File: config.mk
export PLATFORM = sky130hd
export DESIGN_NAME = evaluate_collect
export DESIGN_NICKNAME = d
export VERILOG_FILES = /design/src/rtl/evaluate_collect.sv
export SDC_FILE = /design/constraint.sdc
export NUM_CORES = 2
export LEC_CHECK = 0
export CAP_MARGIN = 20
export CORE_MARGIN = 2
export CORE_UTILIZATION = 40
export DETAILED_ROUTE_END_ITERATION = 7
export PLACE_DENSITY = 0.69
export SETUP_SLACK_MARGIN = 0.4
export SLEW_MARGIN = 20
export SYNTH_ARGS = -nofsm -noshare
export SYNTH_HDL_FRONTEND = slang
export SYNTH_SLANG_ARGS = --single-unit
File: constraint.sdc
create_clock -name clk -period 23.6 [get_ports clk]
set_input_delay 2.36 -clock clk [delete_from_list [all_inputs] [get_ports clk]]
set_output_delay 2.36 -clock clk [all_outputs]
set_load 0.01 [all_outputs]
File: src/rtl/evaluate_collect.sv
// ---------------------------------------------------------------------------
// evaluate_collect
//
// Consumer end of the evaluator output interface. Launched by the same
// board_valid / clear_eval pair that drives the per-feature evaluators, it
// captures each evaluator's signed mg/eg pair the first time its valid is
// seen, sums the captured pairs, tapers the sums by game phase and presents
// one saturated signed score with a held valid. Evaluators that do not
// respond within TIMEOUT_CYCLES collect cycles produce a zero score with
// eval_timeout set.
//
// Ports:
//   clk            clock
//   reset          synchronous active-high reset
//   board_valid    one-cycle pulse, new board presented to all evaluators
//   clear_eval     abort / acknowledge, returns the block to idle
//   phase          game phase, 0 = endgame, 256 = middlegame (>256 clamps)
//   eval_valid_in  per-evaluator valid level, held until clear_eval
//   eval_mg_in     packed signed mg scores, evaluator k at [k*EVAL_WIDTH +: EVAL_WIDTH]
//   eval_eg_in     packed signed eg scores, same packing
//   eval           signed tapered score
//   eval_valid     eval is stable; held until clear_eval
//   eval_timeout   raised with eval_valid when an evaluator missed the window
// ---------------------------------------------------------------------------
module evaluate_collect #(
    parameter int EVAL_WIDTH     = 24,
    parameter int NUM_EVALS      = 4,
    parameter int TIMEOUT_CYCLES = 64
) (
    input  logic                            clk,
    input  logic                            reset,
    input  logic                            board_valid,
    input  logic                            clear_eval,
    input  logic [8:0]                      phase,
    input  logic [NUM_EVALS-1:0]            eval_valid_in,
    input  logic [NUM_EVALS*EVAL_WIDTH-1:0] eval_mg_in,
    input  logic [NUM_EVALS*EVAL_WIDTH-1:0] eval_eg_in,
    output logic [EVAL_WIDTH-1:0]           eval,
    output logic                            eval_valid,
    output logic                            eval_timeout
);

    // Sum width: one extra bit per doubling of evaluator count plus a guard bit.
    localparam int SUM_W   = EVAL_WIDTH + $clog2(NUM_EVALS) + 1;
    // Phase weights are 10-bit signed (0..256); one more bit for the sum of
    // the two products.
    localparam int PROD_W  = SUM_W + 11;
    localparam int SHIFT_W = PROD_W - 8;
    localparam int CNT_W   = $clog2(TIMEOUT_CYCLES + 1);

    localparam logic [CNT_W-1:0]          CNT_LAST = CNT_W'(TIMEOUT_CYCLES - 1);
    localparam logic signed [SHIFT_W-1:0] SAT_MAX  =
        SHIFT_W'((longint'(1) << (EVAL_WIDTH - 1)) - 1);
    localparam logic signed [SHIFT_W-1:0] SAT_MIN  = ~SAT_MAX;

    typedef enum logic [2:0] {
        IDLE,
        COLLECT,
        SUM,
        TAPER,
        DONE
    } state_t;

    state_t                        state;
    logic [NUM_EVALS-1:0]          mask;
    logic [CNT_W-1:0]              cnt;
    logic [8:0]                    ph;
    logic signed [EVAL_WIDTH-1:0]  cap_mg [NUM_EVALS];
    logic signed [EVAL_WIDTH-1:0]  cap_eg [NUM_EVALS];
    logic signed [SUM_W-1:0]       mg_sum;
    logic signed [SUM_W-1:0]       eg_sum;

    logic [NUM_EVALS-1:0]          mask_next;
    logic [8:0]                    ph_clamped;
    logic signed [SUM_W-1:0]       mg_sum_c;
    logic signed [SUM_W-1:0]       eg_sum_c;
    logic signed [9:0]             ph_w;
    logic signed [9:0]             inv_w;
    logic signed [PROD_W-1:0]      t_full;
    logic signed [SHIFT_W-1:0]     t_shift;
    logic [EVAL_WIDTH-1:0]         taper_c;

    // Bits captured this cycle count toward completion immediately.
    assign mask_next  = mask | eval_valid_in;
    assign ph_clamped = (phase > 9'd256) ? 9'd256 : phase;

    always_comb begin
        mg_sum_c = '0;
        eg_sum_c = '0;
        for (int unsigned k = 0; k < NUM_EVALS; k++) begin
            mg_sum_c = mg_sum_c + SUM_W'(cap_mg[k]);
            eg_sum_c = eg_sum_c + SUM_W'(cap_eg[k]);
        end
    end

    always_comb begin
        ph_w    = $signed({1'b0, ph});
        inv_w   = $signed(10'd256 - {1'b0, ph});
        t_full  = PROD_W'(mg_sum) * PROD_W'(ph_w) + PROD_W'(eg_sum) * PROD_W'(inv_w);
        // Dropping the low 8 bits of a two's-complement value is an
        // arithmetic shift, i.e. floor toward minus infinity.
        t_shift = t_full[PROD_W-1:8];
        if (t_shift > SAT_MAX) begin
            taper_c = {1'b0, {(EVAL_WIDTH-1){1'b1}}};
        end else if (t_shift < SAT_MIN) begin
            taper_c = {1'b1, {(EVAL_WIDTH-1){1'b0}}};
        end else begin
            taper_c = t_shift[EVAL_WIDTH-1:0];
        end
    end

    always_ff @(posedge clk) begin
        if (reset) begin
            state        <= IDLE;
            eval         <= '0;
            eval_valid   <= 1'b0;
            eval_timeout <= 1'b0;
            mask         <= '0;
            cnt          <= '0;
            ph           <= '0;
            mg_sum       <= '0;
            eg_sum       <= '0;
            for (int unsigned k = 0; k < NUM_EVALS; k++) begin
                cap_mg[k] <= '0;
                cap_eg[k] <= '0;
            end
        end else if (clear_eval) begin
            // Abort from any state; eval keeps its value but is no longer valid.
            state        <= IDLE;
            eval_valid   <= 1'b0;
            eval_timeout <= 1'b0;
            mask         <= '0;
        end else begin
            case (state)
                IDLE: begin
                    if (board_valid) begin
                        ph    <= ph_clamped;
                        mask  <= '0;
                        cnt   <= '0;
                        state <= COLLECT;
                    end
                end

                COLLECT: begin
                    for (int unsigned k = 0; k < NUM_EVALS; k++) begin
                        if (eval_valid_in[k] && !mask[k]) begin
                            cap_mg[k] <= eval_mg_in[k*EVAL_WIDTH +: EVAL_WIDTH];
                            cap_eg[k] <= eval_eg_in[k*EVAL_WIDTH +: EVAL_WIDTH];
                        end
                    end
                    mask <= mask_next;
                    cnt  <= cnt + 1'b1;
                    if (&mask_next) begin
                        state <= SUM;
                    end else if (cnt == CNT_LAST) begin
                        eval         <= '0;
                        eval_valid   <= 1'b1;
                        eval_timeout <= 1'b1;
                        state        <= DONE;
                    end
                end

                SUM: begin
                    mg_sum <= mg_sum_c;
                    eg_sum <= eg_sum_c;
                    state  <= TAPER;
                end

                TAPER: begin
                    eval         <= taper_c;
                    eval_valid   <= 1'b1;
                    eval_timeout <= 1'b0;
                    state        <= DONE;
                end

                DONE: begin
                    state <= DONE;
                end

                default: begin
                    state <= IDLE;
                end
            endcase
        end
    end

endmodule

==> key figures <==
Outcome
  – Status: finished clean

Die
  – Initial core utilization: 40.3%
  – Chip Width: 291 um
  – Number of I/O pins: 235
  – Die ar.: between 80000 and 90000 um2
  – Core area: ~80000 um2
  – Row cnt: 105
  – Chip height: 291 um

Setup path
  – Worst Setup Start Kind: flop
  – CP Launch Point: ph[2]$_SDFFE_PP0P_
  – Worst setup path category: reg -> reg
  – Reg-to-Reg End: eval[3]$_SDFFE_PP0P_
  – WP data arrival: 9.67 ns
  – Critical path data required time: 24.05 ns
  – CP most frequent cell: fa_1
  – R2R cell count: 27
  – Element type at the critical path end: flop
  – R2R Path Start: ph[2]$_SDFFE_PP0P_
  – CP max FO: 27
  – Slowest stage delay, CP: 0.62 ns
  – CP max stage cell: xor2_4
  – Reg2Reg Setup Slack: roughly 14 ns

Cells and area
  – Fraction of layout cells with a size suffix above 1: 3.68%
  – Area growth, synth to finish: 13.8%
  – Antenna cells: 0
  – Filler cells: 7611
  – Nets: between 4000 and 5000

Power
  – Sequential power share: 39.6%
  – Sw power: roughly 420 uW
  – Sw frac: 28.9%
  – Maximum vdd drop: between 0.04 and 0.05 mV
  – Power per cell area: 38.8 nW/um2
  – Clock power share: 38.1%
  – Total Power: 1.45 mW
  – Internal: about 1.0 mW
  – Leakage: 17.0 nW
  – Combinational power share: 22.3%

GRT
  – First-pass GRT wire length: between 100 and 150 mm
  – Vias in the first global route: 23500
  – Initial antenna violation count: 1
  – Gr usage total: approximately 20%
  – Pin count of the biggest net entering global routing: 86
  – Grt total ovfl: 0

Min path
  – Hold_sp: eval_valid$_SDFFE_PP0P_
  – Worst Hold End: eval_valid$_SDFFE_PP0P_
  – Hold Crit Depth: 2
  – Hold WC Path Type: reg -> reg

Synth
  – Syn avg cell area: 10.1 um2
  – Sequential share of the synthesized area: a little under a quarter
  – Main synth FF type: edfxtp_1
  – Post-synth top area cell: fa_1
  – Main area contributors after synthesis: fa_1 36%, edfxtp_1 17%, and2_1 7.6%
  – Synth top area share: 36.5%
  – Mapped Nets: between 4000 and 5000
  – FFs w/ async S/R, synth: 0%
  – Post-synth cell types: 70
  – Post-synth EDFFs: 192
  – Ys Warns: 0
  – FF+latch count, synth: 295
  – Post-Syn Instances: roughly 3300
  – Synthesized area: between 30000 and 40000 um2

Clocking
  – Post-CTS Repair Setup Buffers: 0
  – H-Tree Level Count: 2
  – CTS buffer count: 34
  – CTS tree: done
  – Clock Tree Buf Depth: 3
  – CTS clk-pin slew, worst paths: 0.06 ns
  – Hold_buf cts: 0
  – CTS root buffer: clkbuf_16
  – Clk Latency, worst-skew pair: 0.58 ns
  – PostCTS Resize Cnt: 0
  – Clock sinks: just under 300

STA
  – Setup TNS: 0 ns
  – Least-Margin Pin Slew: about 1.0 ns
  – Layout Skew: 0.0328 ns
  – Tmin final: 9.22 ns
  – Crit path setup slack, layout: roughly 14 ns
  – Unrepaired setup endpoints after global routing: false
  – Pins Over Slew Limit: 0
  – Tcrit/Tclk final: roughly 39%
  – Fmax: between 100 and 150 MHz
  – Finish-stage setup viols: 0
  – Final hold violations: 0
  – Slew Limit Headroom: a little under a third

Detailed routing
  – Pre-antenna DRT Iters: 5
  – DR DRC count: 0
  – Drt total wl: around 81 mm
  – Routed Antenna Nets: 0
  – Via Count: roughly 22000
  – Avg WL per Cell: 18.0 um
  – Initial DRC Count: 1199
  – Via density: between 4 and 5

Placement
  – Placer Congestion: about 0.9
  – Pre-CTS setup slack: 14.15 ns
  – I/O Buffers: 234
  – Half-perimeter wire length after placement: 65.9 mm

Run
  – Max_cap viols: 0
layer usage:
metal | part of all wire, % | up-vias | GRT usage, %
met4 | 1.9 | 2 | 4.42
met2 | 45 | 716 | 30.8
met1 | 44 | 11100 | 27.1
met3 | 9.0 | 84 | 5.00
met5 | 0.014 | - | 0
li1 | - | 10300 | -
synthesized netlist by cell type, drive strengths merged (3+ instances only):
cell type and n:
a2111oi 3, a211o 5, a211oi 12, a21o 38
a21oi 114, a221o 23, a22oi 5, a311oi 3
a31o 5, a31oi 10, and2 398, and3 5
buf 24, clkbuf 134, dfxtp 103, edfxtp 192
fa 600, ha 179, inv 593, mux2i 4
nand2 406, nand2b 9, nand3 26, nand3b 15
nand4 6, nor2 91, nor2b 11, nor3 21
nor3b 11, nor4 4, nor4b 5, o211ai 3
o21a 9, o21ai 41, o21bai 8, o31ai 5
or2 12, or3 8, or4 3, xnor2 61
xor2 23
logic make-up (layout without fill, tap and decap cells):
group / Yosys count / count (layout) / share of synthesized area, %
muxes: 4 / 4 / 0.133
buffers and inverters: 751 / 919 / 8.62
xor gates and xnor gates: 84 / 84 / 2.23
DFF: 295 / 295 / 23.8
and+or+nand+nor: 1038 / 1038 / 16.0
AOI/OAI and AO/OA: 301 / 301 / 6.03
adders and majority gates: 779 / 779 / 43.2
area by class of cell:
cell class                      count  area [um2]  area share, %
Clock buffer                       44         952           2.54
Clock inverter                     17         198          0.527
Inverter                          593        2230           5.94
Multi-Input combinational cell   2206       22400           59.7
Sequential cell                   295        7830           20.9
Tap cell                         1070        1340           3.57
Timing Repair Buffer              265        2570           6.85
worst max-delay path: cells and delay by family (launching register included):
family | cells | cell delay (ns)
adders and majority gates | 8 | 3.64
and+or+nand+nor | 5 | 1.81
buffers and inverters | 5 | 0.43
AOI/OAI and AO/OA | 7 | 1.87
DFF | 1 | 0.31
muxes | 1 | 0.37
xor gates and xnor gates | 1 | 0.62
through the flow:
step	util [%]	std cells	cell area, um2	hold WS (ns)
finish	45.8	4490	37500	0.476
global route	45.8	4490	37500	0.498
CTS	45.8	4490	37500	0.477
detailed placement	44.4	4429	36300	0.460
global placement	44.4	4429	36300	0.471
floorplan	-	3252	33000	0.431
placed cells by master, fill, tap and decap left out, types with 91 or more instances in the layout:
cell type        netlist  layout
fa_1                 600     600
inv_1                593     593
nand2_1              406     406
and2_1               398     398
clkdlybuf4s50_1        0     233
edfxtp_1             192     192
ha_1                 179     179
a21oi_1              114     114
dfxtp_1              103     103
nor2_1                91      91
worst max path at each step:
stage | slack (ns) | to
global route | 14.08 | eval[3]$_SDFFE_PP0P_
detailed placement | 14.15 | eval[5]$_SDFFE_PP0P_
global placement | 14.28 | eval[3]$_SDFFE_PP0P_
CTS | 14.14 | eval[3]$_SDFFE_PP0P_
floorplan | 15.34 | eval[0]$_SDFFE_PP0P_
finish | 14.38 | eval[3]$_SDFFE_PP0P_
flip-flops by register name (all words and copies together) (netlist names), 4 cells and up:
name,count
mask,4
eval,24
cap_eg,96
cnt,7
ph,9
cap_mg,96
eg_sum,27
mg_sum,27
power by group through the flow:
| stage | Combinational, mW | Sequential, mW | Clock [mW] |
|---|---|---|---|
| after floorplan | 0.212 | 0.584 | 0 |
| after global placement | 0.318 | 0.586 | 0 |
| after detailed placement | 0.323 | 0.587 | 0 |
| after CTS | 0.325 | 0.576 | 0.567 |
| after global routing | 0.362 | 0.578 | 0.583 |
| final | 0.324 | 0.576 | 0.554 |
No activity file was read; power rests on OpenSTA's default activity.
